<file path="config.mk">
export PLATFORM = sky130hd
export DESIGN_NAME = four_bit_seq_divider
export DESIGN_NICKNAME = d
export VERILOG_FILES = /design/src/rtl/div_pkg.sv /design/src/rtl/div_sub_stage.sv /design/src/rtl/four_bit_seq_divider.sv
export SDC_FILE = /design/constraint.sdc
export NUM_CORES = 1
export LEC_CHECK = 0
export CORE_UTILIZATION = 57
export DETAILED_ROUTE_END_ITERATION = 8
export GPL_ROUTABILITY_DRIVEN = 0
export GPL_TIMING_DRIVEN = 1
export PLACE_DENSITY = 0.79
export SYNTH_ARGS = -nofsm -noshare
export SYNTH_HDL_FRONTEND = slang
export SYNTH_HIERARCHICAL = 1
export SYNTH_SLANG_ARGS = --single-unit
</file>
<file path="constraint.sdc">
create_clock -name clk -period 4.2 [get_ports clk]
set_input_delay 1.26 -clock clk [delete_from_list [all_inputs] [get_ports clk]]
set_output_delay 1.26 -clock clk [all_outputs]
set_load 0.02 [all_outputs]
</file>
<file path="src/rtl/div_pkg.sv">
// Shared definitions for the sequential restoring divider: FSM state
// encoding, default operand width and the step-counter width.
package div_pkg;

    typedef enum logic [1:0] {
        IDLE = 2'd0,
        CALC = 2'd1,
        DONE = 2'd2
    } state_t;

    localparam int DEFAULT_W = 4;

    // Counter must hold W-1; a one-bit counter is the floor for tiny widths
    function automatic int cnt_width(input int w);
        return (w > 1) ? $clog2(w) : 1;
    endfunction

    localparam int CNT_W = cnt_width(DEFAULT_W);

endpackage

</file>
<file path="src/rtl/div_sub_stage.sv">
// One restoring-division step: shift in the next dividend bit, trial
// subtract the divisor at W+1 bits, keep or restore the partial remainder.
module div_sub_stage
    import div_pkg::*;
#(
    parameter int W = DEFAULT_W
) (
    input  logic [W-1:0] rem_in,
    input  logic         bit_in,
    input  logic [W-1:0] divisor,
    output logic [W-1:0] rem_out,
    output logic         q_bit
);

    logic [W:0] shifted;
    logic [W:0] trial;

    // Quotient bit is 1 when the shifted remainder covers the divisor
    always_comb begin
        shifted = {rem_in, bit_in};
        trial   = shifted - {1'b0, divisor};
        q_bit   = (shifted >= {1'b0, divisor});
        rem_out = q_bit ? trial[W-1:0] : shifted[W-1:0];
    end

endmodule

</file>
<file path="src/rtl/four_bit_seq_divider.sv">
// Sequential restoring divider, one quotient bit per cycle, MSB first.
// Optional macro FOUR_BIT_SEQ_DIVIDER_SIGNED_EN adds a signed_mode input
// for two's-complement division; latency is the same in both builds.
module four_bit_seq_divider
    import div_pkg::*;
#(
    parameter int W = DEFAULT_W
) (
    input  logic         clk,
    input  logic         rst,
    input  logic         start,
    input  logic [W-1:0] A,
    input  logic [W-1:0] B,
`ifdef FOUR_BIT_SEQ_DIVIDER_SIGNED_EN
    input  logic         signed_mode,
`endif
    output logic [W-1:0] quotient,
    output logic [W-1:0] remainder,
    output logic         busy,
    output logic         done,
    output logic         div_zero
);

    localparam int CW = cnt_width(W);

    state_t        state, next_state;
    logic [W-1:0]  dividend, divisor, a_orig, part_rem, q_acc;
    logic [CW-1:0] step_cnt;
    logic          neg_q, neg_r;
    logic [W-1:0]  stage_rem;
    logic          stage_q;
    logic [W-1:0]  a_mag, b_mag;
    logic          a_neg, b_neg;
    logic [W-1:0]  q_raw, q_final, r_final;
    logic          accept, last_step;

    div_sub_stage #(.W(W)) u_stage (
        .rem_in  (part_rem),
        .bit_in  (dividend[W-1]),
        .divisor (divisor),
        .rem_out (stage_rem),
        .q_bit   (stage_q)
    );

    // Operand conditioning: magnitudes and sign flags captured at start
    always_comb begin
`ifdef FOUR_BIT_SEQ_DIVIDER_SIGNED_EN
        a_neg = signed_mode & A[W-1];
        b_neg = signed_mode & B[W-1];
`else
        a_neg = 1'b0;
        b_neg = 1'b0;
`endif
        a_mag = a_neg ? -A : A;
        b_mag = b_neg ? -B : B;
    end

    // Final result: divide-by-zero bypasses sign fixing and returns raw A
    always_comb begin
        q_raw   = {q_acc[W-2:0], stage_q};
        q_final = neg_q ? -q_raw : q_raw;
        r_final = neg_r ? -stage_rem : stage_rem;
        if (divisor == '0) begin
            q_final = '1;
            r_final = a_orig;
        end
    end

    // Next-state logic; DONE always returns to IDLE, start ignored elsewhere
    always_comb begin
        next_state = state;
        accept     = (state == IDLE) && start;
        last_step  = (state == CALC) && (step_cnt == '0);
        case (state)
            IDLE:    if (start) next_state = CALC;
            CALC:    if (step_cnt == '0) next_state = DONE;
            DONE:    next_state = IDLE;
            default: next_state = IDLE;
        endcase
    end

    // State register with synchronous reset
    always_ff @(posedge clk) begin
        if (rst) state <= IDLE;
        else     state <= next_state;
    end

    // Datapath and registered outputs; results only change at the last step
    always_ff @(posedge clk) begin
        if (rst) begin
            dividend  <= '0;
            divisor   <= '0;
            a_orig    <= '0;
            part_rem  <= '0;
            q_acc     <= '0;
            step_cnt  <= '0;
            neg_q     <= 1'b0;
            neg_r     <= 1'b0;
            quotient  <= '0;
            remainder <= '0;
            busy      <= 1'b0;
            done      <= 1'b0;
            div_zero  <= 1'b0;
        end else begin
            busy <= (next_state == CALC);
            done <= (next_state == DONE);
            if (accept) begin
                dividend <= a_mag;
                divisor  <= b_mag;
                a_orig   <= A;
                part_rem <= '0;
                q_acc    <= '0;
                step_cnt <= CW'(W - 1);
                neg_q    <= a_neg ^ b_neg;
                neg_r    <= a_neg;
                div_zero <= 1'b0;
            end else if (state == CALC) begin
                dividend <= dividend << 1;
                part_rem <= stage_rem;
                q_acc    <= q_raw;
                step_cnt <= step_cnt - CW'(1);
                if (last_step) begin
                    quotient  <= q_final;
                    remainder <= r_final;
                    div_zero  <= (divisor == '0);
                end
            end
        end
    end

endmodule
</file>
==> After elaboration in Yosys (flattened, before gate mapping) <==
Cells that the tools add are included.
{ "totals": {"ff_bits": 34, "out_inout_bits": 11, "input_bits": 11} }
{ "op_classes": {"n_mux": 10, "n_reduce_logical": 9, "n_addsub": 2, "n_eq_ne": 3, "n_lt_le_gt_ge": 1, "bitwise_logic": 1} }
{ "op_table": {"columns": ["op", "n"], "rows": [
  ["4-bit two-way mux", 5],
  ["2-bit two-way mux", 4],
  ["5-bit by 4-bit greater-or-equal comparator with 1-bit output", 1],
  ["2-bit by 1-bit == test with 1-bit output (second input constant)", 2],
  ["2-bit logical NOT", 2],
  ["4-bit logical NOT", 1],
  ["2-bit one-hot mux with 2 select lines", 1],
  ["4-bit subtractor", 1],
  ["3-bit AND reduction", 1],
  ["2-bit == test (second input constant)", 1],
  ["1-bit logical AND", 2],
  ["2-bit AND reduction", 1],
  ["2-bit nonzero test", 1],
  ["2-bit OR reduction", 1],
  ["2-bit by 1-bit subtractor with 2-bit output (second input constant)", 1],
  ["1-bit NOT", 1]
]} }

==> Logic depth before layout (Yosys ltp) <==
Gate-level depths: netlist of the first run.
{ "depth": {"ltp_word": 4, "mapped_depth": 8} }

==> Modules after synthesis <==
Netlist of the first run, hierarchy kept.
{ "by_module_without_submodules": {"columns": ["module", "seq_area_each_um2", "area_per_inst_um2", "instances", "cells_per_inst"], "rows": [
  ["four_bit_seq_divider", 680.7, 1365.1, 1, 149],
  ["div_sub_stage", 0.0, 224.0, 1, 28]
]} }

==> Worst setup path before layout of the first run <==
No wires, ideal clock.
{ "synth_timing": {"path_type": "input-to-reg", "from": "input port start", "to": "register a_orig[1]", "t_required_ps": 4072, "setup_slack_ps": 2098, "stages": 4, "arrival_ps": 1974, "cell_sequence": "nor3b_1 -> buf_2 -> mux2i_1 -> nor2_1"} }
{ "synth_via": {"elab_chain_cells": 1} }
{ "synth_rtl": {"columns": ["element", "line_no", "rtl"], "rows": [
  ["from (decl)", "four_bit_seq_divider.sv:11", "input logic start,"],
  ["1-bit logical AND", "four_bit_seq_divider.sv:72", "accept = (state == IDLE) && start;"],
  ["to (signal assigned)", "four_bit_seq_divider.sv:93", "a_orig <= '0;"],
  ["to (signal assigned)", "four_bit_seq_divider.sv:110", "a_orig <= A;"],
  ["to (decl)", "four_bit_seq_divider.sv:27", "logic [W-1:0] dividend, divisor, a_orig, part_rem, q_acc;"]
]} }
Every way passes these cells.
A chain may end at the register's enable or synchronous reset.

==> Final worst setup path of the first run <==
{ "layout_timing": {"from": "register remainder[0]", "to": "output port remainder[0]"} }
{ "layout_rtl": {"columns": ["element", "line_no", "rtl"], "rows": [
  ["from (decl)", "four_bit_seq_divider.sv:18", "output logic [W-1:0] remainder,"],
  ["from (signal assigned)", "four_bit_seq_divider.sv:124", "remainder <= r_final;"]
]} }
No word-level cell between the ends.

==> results of run 1 <==
[worst max path at each step]
stage	to
CTS	remainder[0]
detailed placement	part_rem[3]
global route	quotient[1]
finish	remainder[0]
global placement	done
floorplan	a_orig[1]
[metrics by stage]
stage	cell area [µm²]	instances	utilization, %	total power [mW]	setup slack [ps]
floorplan	1590	177	-	0.519	2100
global placement	1820	221	71.5	0.567	1580
detailed placement	1820	221	71.5	0.577	1510
CTS	1880	229	73.8	0.762	1620
global route	1880	229	73.8	0.800	1580
finish	1880	229	73.8	0.760	1640
[Yosys cell counts, drive strengths merged]
cell type and instances:
dfxtp 34, nor2 25, a21oi 18, nand2 17, nor3 14, mux2i 13
inv 10, nand2b 7, clkbuf 6, ha 6, a211oi 4, buf 3
or3b 3, mux2 2, nand3b 2, nor3b 2, xnor2 2, and3b 1
fa 1, nand3 1, nand4 1, nor2b 1, nor4 1, o21ai 1
o21ba 1, or2 1
[registers in the layout, summed over array words and instances, names as in the netlist]
register	flops
state	2
dividend	4
busy	1
div_zero	1
a_orig	4
part_rem	4
quotient	4
done	1
divisor	4
q_acc	3
remainder	4
step_cnt	2
[placed cells by master (no fill, tap or decap)]
cell and instances:
sky130_fd_sc_hd__ha_1 6, sky130_fd_sc_hd__buf_4 2, sky130_fd_sc_hd__clkbuf_1 1, sky130_fd_sc_hd__a21oi_1 17
sky130_fd_sc_hd__nand3_1 1, sky130_fd_sc_hd__nand4_1 1, sky130_fd_sc_hd__nor3b_1 1, sky130_fd_sc_hd__dfxtp_1 34
sky130_fd_sc_hd__nand2_1 16, sky130_fd_sc_hd__nor3b_2 1, sky130_fd_sc_hd__nand2_2 1, sky130_fd_sc_hd__clkdlybuf4s50_1 21
sky130_fd_sc_hd__or2_1 1, sky130_fd_sc_hd__fa_1 1, sky130_fd_sc_hd__mux2_4 1, sky130_fd_sc_hd__clkbuf_4 5
sky130_fd_sc_hd__inv_1 10, sky130_fd_sc_hd__nor2_1 23, sky130_fd_sc_hd__o21ai_2 1, sky130_fd_sc_hd__nand3b_1 2
sky130_fd_sc_hd__or3b_1 3, sky130_fd_sc_hd__a211oi_2 4, sky130_fd_sc_hd__and3b_1 1, sky130_fd_sc_hd__nor2_2 1
sky130_fd_sc_hd__o21ba_2 1, sky130_fd_sc_hd__nor3_1 14, sky130_fd_sc_hd__nor4_4 1, sky130_fd_sc_hd__nor2b_1 1
sky130_fd_sc_hd__nor2_4 1, sky130_fd_sc_hd__clkbuf_8 1, sky130_fd_sc_hd__mux2_2 1, sky130_fd_sc_hd__clkinv_2 1
sky130_fd_sc_hd__xnor2_1 2, sky130_fd_sc_hd__mux2i_1 13, sky130_fd_sc_hd__a21oi_4 1, sky130_fd_sc_hd__nand2b_1 7
[routing by layer]
layer	GRT usage, %	share of wire (%)	up-vias
met5	0	0	-
met1	26.3	43	615
met3	9.17	4.2	5
met2	43.0	51	34
li1	-	-	636
met4	12.4	1.6	0
[layout make-up]
| class | count | area [µm²] | area share (%) |
|---|---|---|---|
| Clock buffer | 7 | 55.1 | 2.93 |
| Multi-Input combinational cell | 124 | 838 | 44.6 |
| Clock inverter | 1 | 5.00 | 0.266 |
| Tap cell | 30 | 37.5 | 2.00 |
| Inverter | 10 | 37.5 | 2.00 |
| Timing Repair Buffer | 23 | 225 | 12.0 |
| Sequential cell | 34 | 681 | 36.2 |
[report_power, final]
group / switching, mW / total [mW] / internal (mW)
clock: 0.108 / 0.189 / 0.0811
combinational: 0.110 / 0.204 / 0.0931
sequential: 0.0201 / 0.368 / 0.348
total: 0.238 / 0.760 / 0.522
[cell families after synthesis]
logic type      synth area share (%)
simple gates                    24.8
flops                           42.8
fa+ha+maj                       5.98
compound gates                  10.7
xor+xnor                        1.10
buf+inv                         4.72
mux                             9.84
==> summary.md, run 1 <==
The run finished with clean final reports. Entering global routing, the biggest net connects 15 pins. The number of ports placed on the die boundary is 22. At the pin with the least slew margin, the transition time is 797 ps. The wire length after detailed routing was 3.22 mm; the number of nets in the synthesized netlist was 195.

Data on the critical path arrives at its endpoint at 1300 ps. Averaged over all synthesized cells, the footprint is 8.98 µm². The die is 54.8 µm tall. Global routing used 24.9% of the available tracks.

The die covers 3000 µm². STA classifies the critical path startpoint as a register. In the final timing run, aggregate negative setup slack is 0 ps. The start point of the worst min-delay path was part_rem[3]. The class of the tightest hold or removal check was register to register.

The delay contributed by the slowest stage of the critical path is 610 ps, and the number of library cell types mapped by synthesis is 31. The share of Yosys cell area claimed by the top area cell type came out at 42.8%. At the worst endpoint, the required time is 2940 ps. The count of standard-cell rows is 18.

The path with the worst hold slack has its endpoint at part_rem[3]. The max capacitance violation total was 0. The clock passes through at most 2 buffers. The post-synthesis cell area is 1590 µm², and the wire length per cell after detailed routing is 14.1 µm.

The total leakage power is 0.719 nW. The depth of the worst hold-timing path works out to 2. For the total setup buffers inserted after CTS, the log shows 0. Setup repair after global routing left no endpoint under its margin. The tools report the number of DRC markers after the initial detailed-route iteration as 22. Synthesis inferred 34 register bits. For this run, design rule violations remaining after detail routing come to 0. Compared with the post-synthesis result, the final layout area differs by 18.3%. Of all cell types, the one taking the most synthesized area is sky130_fd_sc_hd__dfxtp_1.

The run gives 0 as the count of endpoints failing hold in the final timing report. Once the floorplan was initialized, standard cells occupied 62.4% of the core. The total congestion overflow was 0.

Between clock sinks in the finished design, the worst skew comes to 6.98 ps. In this run the clock root is driven by a sky130_fd_sc_hd__clkbuf_4. The count of buffers inserted at the top-level ports works out to 21.

In this run the critical register-to-register path is launched from divisor[1]. The clock-pin slew on the worst setup and hold paths was 100 ps. The start point of the critical path is remainder[0]. The detail route stage leaves a number of antenna-violating nets equal to 0. For the worst flop-to-flop path, the logic depth is 8. Summing the sequential cell areas from Yosys gives 42.8% of the chip area. The worst path needs 2560 ps of the cycle, external delays included.

Synthesis warning total: 6. Yosys attributes the largest share of cell area to sky130_fd_sc_hd__dfxtp_1 (43%), sky130_fd_sc_hd__mux2i_1 (8.2%), sky130_fd_sc_hd__nor2_1 (5.4%). The HPWL after detailed placement is 2.41 mm. Derived from the worst setup path, the maximum achievable clock frequency is 390 MHz. On the critical path, the stage with the largest delay is an instance of sky130_fd_sc_hd__clkdlybuf4s50_1. The run gives 34 as the TritonCTS sink count. The number of antenna violations at the first check in global routing came out at 0. The number of global-route vias before repair was 1189; the number of iterations in the first detailed-routing pass was 4. The number of max-slew violations in the final report is 0. TritonCTS built the clock tree.

The count of buffer and inverter cells on the critical path came out at 1. In the finished design, the share of the clock period the worst path needs comes to 61.0%. The worst setup path is captured at an output port. The clock tree synthesis step divided the H-tree into 2 levels. Cells with a size suffix above 1 make up 11.6% of the layout. At the end of the flow, the number of nets in the layout was 216. The first global-routing pass estimated 5.01 mm of wire. The routed layout has 1290 vias. The core region is 2540 µm².

The path type of the worst setup path was register to output port. The run gives 0 as the number of gates given a new drive strength after cts. The setup check on the worst reg-to-reg path leaves a slack of 2180 ps.

The hold slack was 475 ps. The signal on the critical path passes through clkdlybuf4s50_1. TritonCTS created 5 clock buffers. In this run the worst path has a maximum fanout of 2. The width of the die came out at 54.8 µm. The run gives 0.317 mV as the largest vdd supply drop.

The total setup violations reported at the end of the flow was 0; the source-to-sink clock delay at the later pin of the worst-skew pair was 340 ps. The power per unit of standard cell area was 404 nW/µm². After filler insertion, the fill cell instance count of the layout stands at 195. Synthesis handed over a netlist of 177 instances. Using the TritonRoute via totals, the vias-per-cell ratio works out to 5.63. On the critical path the largest part of the delay comes from buffers and inverters.

The cell depth of the worst setup path works out to 1. Capture instance of the worst register-to-register path: remainder[0]. Buffers inserted to repair hold after CTS numbered 0.

The tightest slew margin relative to the limit was 46.8%. The tools report the antenna diode instance count as 0.
Note: power is estimated with default switching activity, not from simulation.
==> run 2, diff against run 1 <==
Settings changed: CORE_UTILIZATION 57 to 48, PLACE_DENSITY 0.79 to 0.7.
Clock period 4.2 ns to 2.35 ns, I/O delays scaled along.
==> run 2 against run 1 <==
Against the previous run: clock skew is 0.67 ps higher; worst setup slack worse by 1300 ps; via count fell by 2.2%; routed wire length grew 0.43%; core utilization shrank 13 points; sequential share of layout area down 0.45 points; combinational power up 79%; sequential power rose by 78%; cell count rose by 6.6%; worst hold slack got worse by 8.5 ps; critical endpoint is now remainder[3]; largest cell class unchanged; largest power group unchanged.
==> summary.md, run 2 (synthesis results as in run 1) <==
The run finished with clean final reports. The post-route standard cell area excluding fillers came out at 1900 µm² (+1.3%). The total vias in the final route came out at 1261 (-2.2%). The width of the die was 59.5 µm (+8.6%). The total leakage power came out at 0.720 nW (+0.15%).

The vias per cell was 5.17 (-8.3%). The slowest stage of the critical path is the sky130_fd_sc_hd__clkdlybuf4s50_1 cell. The combinational power share was 26.8% (about the same); the number of iterations in the first detailed-routing pass was 4 (unchanged).

The required time at the endpoint of the critical path came out at 1640 ps (-1300 ps). The cell area after placement was 1840 µm² (+1.1%); the largest vdd supply drop was 0.466 mV (+47%). Slew at the pin closest to its max-slew limit: 686 ps (-111 ps). The antenna diode instance count is 0 (unchanged), and the number of global-route vias before repair is 1266 (+6.5%). The top cell types in the final layout, fill and taps aside, are sky130_fd_sc_hd__dfxtp_1 (34), sky130_fd_sc_hd__nor2_1 (23), sky130_fd_sc_hd__clkdlybuf4s50_1 (21). The number of gates given a new drive strength after cts is 0 (unchanged). Clock tree synthesis selected as its root buffer the cell sky130_fd_sc_hd__clkbuf_4.

The design internal power was 0.933 mW (+79%). Dividing the final minimum period by the clock period gives 84.6%. The family of cells with the greatest summed delay on the critical path is buffers and inverters.

Setup repair after global routing left no endpoint under its margin. The type of origin of the critical path is a register. The core region area is 3100 µm² (+22%), and the total setup buffers inserted after CTS is 0 (unchanged).

The run gives 363 ps (-1270 ps) as the worst-case setup margin in the final layout. Class of the tightest hold or removal check: register to register. The setup path with the least slack is of type register to output port. The count of standard-cell rows is 20 (+2), and the share of final-layout standard cells stronger than drive strength 1 is 12.0% (+0.44 points). The wire length after detailed routing is 3.24 mm (+0.43%). The tools report the remaining antenna violation count after routing as 0 (unchanged). Traced cell by cell, the critical path runs through clkdlybuf4s50_1.

The maximum clock insertion buffer count is 2 (unchanged). The total net switching power is 0.432 mW (+81%). Leaving out fill and tap cells, the most frequent cell in the layout is sky130_fd_sc_hd__dfxtp_1.

Die span in y: 59.5 µm (+8.6%). The data arrival time of the critical path is 1280 ps (-20 ps), and the worst-case setup slack after placement is 169 ps (-1340 ps). The tools report the number of DRC markers after the initial detailed-route iteration as 49 (+120%). The worst register-to-register path begins at divisor[1]. The tightest slew margin relative to the limit was 54.0% (+7.2 points); the detailed-route DRC error count was 0 (unchanged).

For the number of antenna violations at the first check in global routing, the log shows 0 (unchanged). The number of nets in the layout was 217 (+0.46%); the total setup violations reported at the end of the flow was 0 (unchanged). The run gives 22 (unchanged) as the number of ports placed on the die boundary. The largest fanout of any net on the critical path is 2 (unchanged).

The run gives 25.2% (+0.4 points) as the share of total power in the clock network. The count of buffers inserted at the top-level ports was 21 (unchanged); the maximum clock skew at final layout was 7.65 ps (+0.667 ps). The wire length per cell after detailed routing is 13.3 µm (-5.7%), and the count of buffer and inverter cells on the critical path is 1 (unchanged). The count of endpoints failing hold in the final timing report was 0 (unchanged).

The number of cells after detailed placement was 236 (+6.8%); the growth of design area from synthesis to finish was 19.8%. The maximum number of pins on one net before global-route repair came out at 23 (+8). The start point of the worst min-delay path is div_zero. For the overall die area, the log shows 3540 µm² (+18%).

The tools report the total congestion overflow as 0 (unchanged). The proportion of total power due to net switching was 31.6% (+0.31 points); the TritonCTS sink count was 34 (unchanged). The delay contributed by the slowest stage of the critical path is 600 ps (about the same). The number of standard cells in the final layout excluding fillers is 244 (+6.6%), and the number of clock buffers inserted by TritonCTS is 5 (unchanged). Power per unit of standard cell area: 717 nW/µm² (+77%).

The worst setup path is captured at an output port. The final HPWL from detailed placement is 2.38 mm (-1.3%), and the clock-pin slew on the worst setup and hold paths is 110 ps (about the same). TritonCTS built the clock tree. For the number of max-slew violations in the final report, the log shows 0 (unchanged). The tools report the source-to-sink clock delay at the later pin of the worst-skew pair as 330 ps (about the same). The internal reg-to-reg setup slack was 380 ps (-1800 ps); the initial core utilization was 51.2% (-11 points).

The H-tree level count is 2 (unchanged), and the count of hold buffers inserted by post-cts repair is 0 (unchanged). The final period demand of the worst path is 1990 ps, and the max capacitance violation total is 0 (unchanged). The critical path starts at remainder[3]. The maximum clock frequency was 503 MHz; the global-route usage over all layers was 21.0% (-4.0 points). The global-route wire length before repair came out at 5.38 mm (+7.3%). The tools report the relative contribution of sequential cells to total power as 48.0% (-0.4 points). The post-route setup TNS is 0 ps (unchanged).
==> run 2: changes by cell type in the layout (fill, tap and decap cells not counted) <==
cell / before / now
sky130_fd_sc_hd__clkbuf_1: 1 / 0
sky130_fd_sc_hd__nor3b_2: 1 / 0
sky130_fd_sc_hd__buf_4: 2 / 3
sky130_fd_sc_hd__nor3b_1: 1 / 2
sky130_fd_sc_hd__clkinvlp_4: 0 / 1
==> run 2: through the flow <==
step                power (mW)  hold slack, ps  utilization (%)
floorplan                0.927             437                -
global placement          1.02             447             59.3
detailed placement        1.03             454             59.3
CTS                       1.37             469             61.3
global route              1.44             495             61.3
finish                    1.36             467             61.3
==> run 2: cell type report <==
type                    count  area [µm²]
fillers                   293        1200
multi-input cells         124         833
flip-flops and latches     34         681
repair buffers             24         233
well taps                  44        55.1
clock buffers               6        51.3
inverters                  10        37.5
clock inverters             2        12.5
==> run 2: layer usage <==
layer | share of wire [%] | track usage [%] | up-vias | wire length (µm)
met1 | 47 | 23.8 | 587 | 1520
met5 | 0 | 0 | - | 0
met3 | 4.7 | 6.55 | 4 | 151
met2 | 48 | 35.2 | 29 | 1540
met4 | 0.83 | 11.0 | 0 | 27
li1 | - | - | 641 | -
==> run 2: worst paths after layout <==
check	depth (start not counted)	endpoint
setup reg to reg	8	remainder[0]
setup / recovery	1	remainder[3]
hold reg to reg	2	div_zero
hold / removal	2	div_zero
==> run 2: power by group through the flow <==
| stage | clock network [mW] | registers, mW | logic (mW) |
|---|---|---|---|
| after floorplan | 0 | 0.676 | 0.251 |
| after global placement | 0 | 0.666 | 0.351 |
| after detailed placement | 0 | 0.669 | 0.362 |
| after CTS | 0.350 | 0.656 | 0.364 |
| after global routing | 0.374 | 0.662 | 0.403 |
| final | 0.344 | 0.655 | 0.365 |
==> run 3, diff against run 2 <==
Settings changed: CORE_UTILIZATION 48 to 53, PLACE_DENSITY 0.7 to 0.74.
Clock period 2.35 ns to 2.1 ns, I/O delays scaled along.
==> run 3 against run 2 <==
Against the previous run: the flow now finishes with violations (DRC); flip-flop and latch count is the same; worst hold slack lost 5.3 ps; combinational power increased by 14%; global-route usage increased by 0.94 points; critical path depth up 7; count of clock-buffer cells in the layout is 2 higher; critical endpoint is now remainder[2]; largest cell class unchanged.
==> summary.md, run 3 (synthesis results as in run 1) <==
The run finished, with violations left. The checks that failed: DRC. TritonCTS built the clock tree. STA classifies the critical path endpoint as a register. The total congestion overflow was 0 (unchanged). The run gives 2810 µm² (-9.6%) as the core region area.

Tightest slew margin relative to the limit: 67.5% (+14 points). The total net switching power is 0.472 mW (+9.4%). The required time at the endpoint of the critical path is 2310 ps (+670 ps), and the antenna diode instance count is 0 (unchanged). The total vias in the final route was 1263 (+0.16%); the number of cells after detailed placement was 227 (-3.8%).

The detailed-route DRC error count was 2 (+2); the post-route setup TNS was 0 ps (unchanged). The tools report the number of max-slew violations in the final report as 0 (unchanged). The tools report the worst-case setup margin in the final layout as 154 ps (-209 ps). The largest fanout of any net on the critical path is 4 (+2). The logs give 150 ps (-230 ps) for the internal reg-to-reg setup slack and 221 (+1.8%) for the number of nets in the layout.

The logs give 2160 ps (+880 ps) for the data arrival time of the critical path and 2 (unchanged) for the H-tree level count. For the max capacitance violation total, the log shows 0 (unchanged). The largest vdd supply drop came out at 0.577 mV (+24%).

For the maximum clock insertion buffer count, the log shows 2 (unchanged). The min-delay analysis places its worst path in the category register to register. For the source-to-sink clock delay at the later pin of the worst-skew pair, the log shows 330 ps (about the same).

The depth of the most critical reg-to-reg path works out to 8 (unchanged). Setup repair after global routing left no endpoint under its margin. Leaving out fill and tap cells, the most frequent cell in the layout is sky130_fd_sc_hd__dfxtp_1. The worst-case setup slack after placement was 18.7 ps (-151 ps); the wire length after detailed routing was 3.15 mm (-2.7%). In this run the critical register-to-register path is launched from divisor[3]. CTS placed an instance of sky130_fd_sc_hd__clkbuf_4 at the clock tree root. The tools report the total leakage power as 0.751 nW (+4.2%).

For the global-route wire length before repair, the log shows 5.38 mm (unchanged). Slew at the pin closest to its max-slew limit: 487 ps (-198 ps). The tools report the maximum number of pins on one net before global-route repair as 26 (+13%).

The maximum clock skew at final layout was 8.19 ps (+0.541 ps). For the number of antenna violations at the first check in global routing, the log shows 0 (unchanged). For the count of standard-cell rows, the log shows 19 (-5.0%). Leaving out fill and tap cells, the most frequent cells in the layout are sky130_fd_sc_hd__dfxtp_1 (33), sky130_fd_sc_hd__nor2_1 (23), sky130_fd_sc_hd__clkdlybuf4s50_1 (21). For the filler cell count in the final layout, the log shows 241 (-18%). The design internal power is 1.12 mW (+20%). The critical path in this run is classified as register to register. The vias per cell works out to 5.37 (+4.0%).

The power per unit of standard cell area is 824 nW/µm² (+15%). The initial core utilization was 56.6% (+5.4 points); the final HPWL from detailed placement was 2.34 mm (-1.6%). For the total setup buffers inserted after CTS, the log shows 0 (unchanged). The width of the die is 56.8 µm (-4.7%), and the number of global-route vias before repair is 1207 (-4.7%). The logs give 0 (unchanged) for the total setup violations reported at the end of the flow and 22 (unchanged) for the number of ports placed on the die boundary. Static timing analysis puts the maximum clock frequency at 514 MHz. The tools report the capture instance of the worst register-to-register path as remainder[2]. Remaining antenna violation count after routing: 0 (unchanged). The depth of the worst hold-timing path was 2 (unchanged); the combinational power share was 26.2% (-0.6 points). For the number of clock buffers inserted by TritonCTS, the log shows 5 (unchanged). The start point of the worst min-delay path was q_acc[2]. The share of final-layout standard cells stronger than drive strength 1 is 14.2% (+2.2 points), and the overall die area is 3220 µm² (-9.1%). Dividing the final minimum period by the clock period gives 92.7%. The die span in y is 56.8 µm (-4.7%), and the growth of design area from synthesis to finish is 21.7%.

The number of iterations in the first detailed-routing pass was 6 (+2). Counting I/O delays and the setup requirement, the final critical path takes 1950 ps. Wire length per cell after detailed routing: 13.4 µm (+1.0%). The share of total power in the clock network was 27.8% (+2.6 points).

The relative contribution of sequential cells to total power was 46.0% (-2.0 points). The number of DRC markers after the initial detailed-route iteration was 33 (-33%). The register area was 682 µm² (+0.18%); the area of the multi-input gates was 833 µm² (unchanged).

The worst setup path is launched from a register. The run gives 235 (-3.7%) as the number of standard cells in the final layout excluding fillers. The tools report the global-route usage over all layers as 21.9% (+0.94 points). Count of buffers inserted at the top-level ports: 21 (unchanged). The worst min-delay path endpoint was q_acc[2].

The logs give 0 (unchanged) for the count of hold buffers inserted by post-cts repair and 34 (unchanged) for the TritonCTS sink count. The run gives 0 (unchanged) as the count of endpoints failing hold in the final timing report. The clock-pin slew on the worst setup and hold paths is 100 ps (about the same).

Proportion of total power due to net switching: 29.7% (-2.0 points).
==> run 3: cell types whose count changed in the layout (fill, tap and decap cells not counted) <==
cell,delta
sky130_fd_sc_hd__dfxtp_2,+1
sky130_fd_sc_hd__clkinv_2,-1
sky130_fd_sc_hd__clkinvlp_4,-1
sky130_fd_sc_hd__clkbuf_8,+2
sky130_fd_sc_hd__buf_4,+4
sky130_fd_sc_hd__dfxtp_1,-1
==> run 3: area by class of cell <==
| cell class | instances | area share [%] |
|---|---|---|
| clock buffer | 8 | 4.08 |
| inverter | 10 | 1.94 |
| multi-input combinational | 124 | 43.1 |
| sequential | 34 | 35.3 |
| tap | 31 | 2.01 |
| timing repair buffer | 28 | 13.6 |
==> run 3: power groups by stage <==
stage	Sequential [mW]	Clock (mW)	Combinational [mW]
2_1_floorplan	0.757	0	0.281
3_3_place_gp	0.744	0	0.404
3_5_place_dp	0.748	0	0.417
4_1_cts	0.733	0.453	0.420
5_1_grt	0.739	0.481	0.459
6_report	0.733	0.442	0.417
==> run 3: worst max-delay path by stage <==
stage	cells past startpoint	end	slack, ps	start
6_report	8	remainder[2]	150	divisor[3]
5_1_grt	8	remainder[2]	30	divisor[3]
4_1_cts	1	remainder[0]	140	remainder[0]
3_5_place_dp	5	divisor[2]	20	start
3_3_place_gp	5	divisor[0]	100	start
2_1_floorplan	8	remainder[2]	310	divisor[2]
==> run 3: timing repair <==
| action | 4_1_cts | 5_1_grt |
|---|---|---|
| setup endpoints to repair | 0 | 1 |
| resized for setup | 0 | 1 |
| endpoints found under the hold margin | 0 | 0 |
==> run 3: worst max-delay path: stages, from the launching register on <==
cell	delay, ps
sky130_fd_sc_hd__dfxtp_1	440
sky130_fd_sc_hd__inv_1	70
sky130_fd_sc_hd__ha_1	340
sky130_fd_sc_hd__nand4_1	120
sky130_fd_sc_hd__nand2_2	80
sky130_fd_sc_hd__nor2_4	190
sky130_fd_sc_hd__mux2_4	330
sky130_fd_sc_hd__mux2i_1	170
sky130_fd_sc_hd__a211oi_2	90
==> run 3: layer usage <==
metal	share of wire, %	routed length (µm)	vias up	track usage, %
met3	2.9	91	4	4.84
met1	47	1470	596	26.8
met5	0	0	-	0
met4	1.2	37	0	8.36
met2	49	1550	21	37.4
li1	-	-	642	-
==> run 3: stage by stage <==
| step | util [%] | cell area, µm² | power, mW | hold slack [ps] |
|---|---|---|---|---|
| after floorplan | - | 1590 | 1.04 | 437 |
| after global placement | 66.1 | 1850 | 1.15 | 447 |
| after detailed placement | 66.1 | 1850 | 1.16 | 450 |
| after CTS | 68.9 | 1930 | 1.61 | 464 |
| after global routing | 68.9 | 1930 | 1.68 | 488 |
| final | 68.9 | 1930 | 1.59 | 461 |
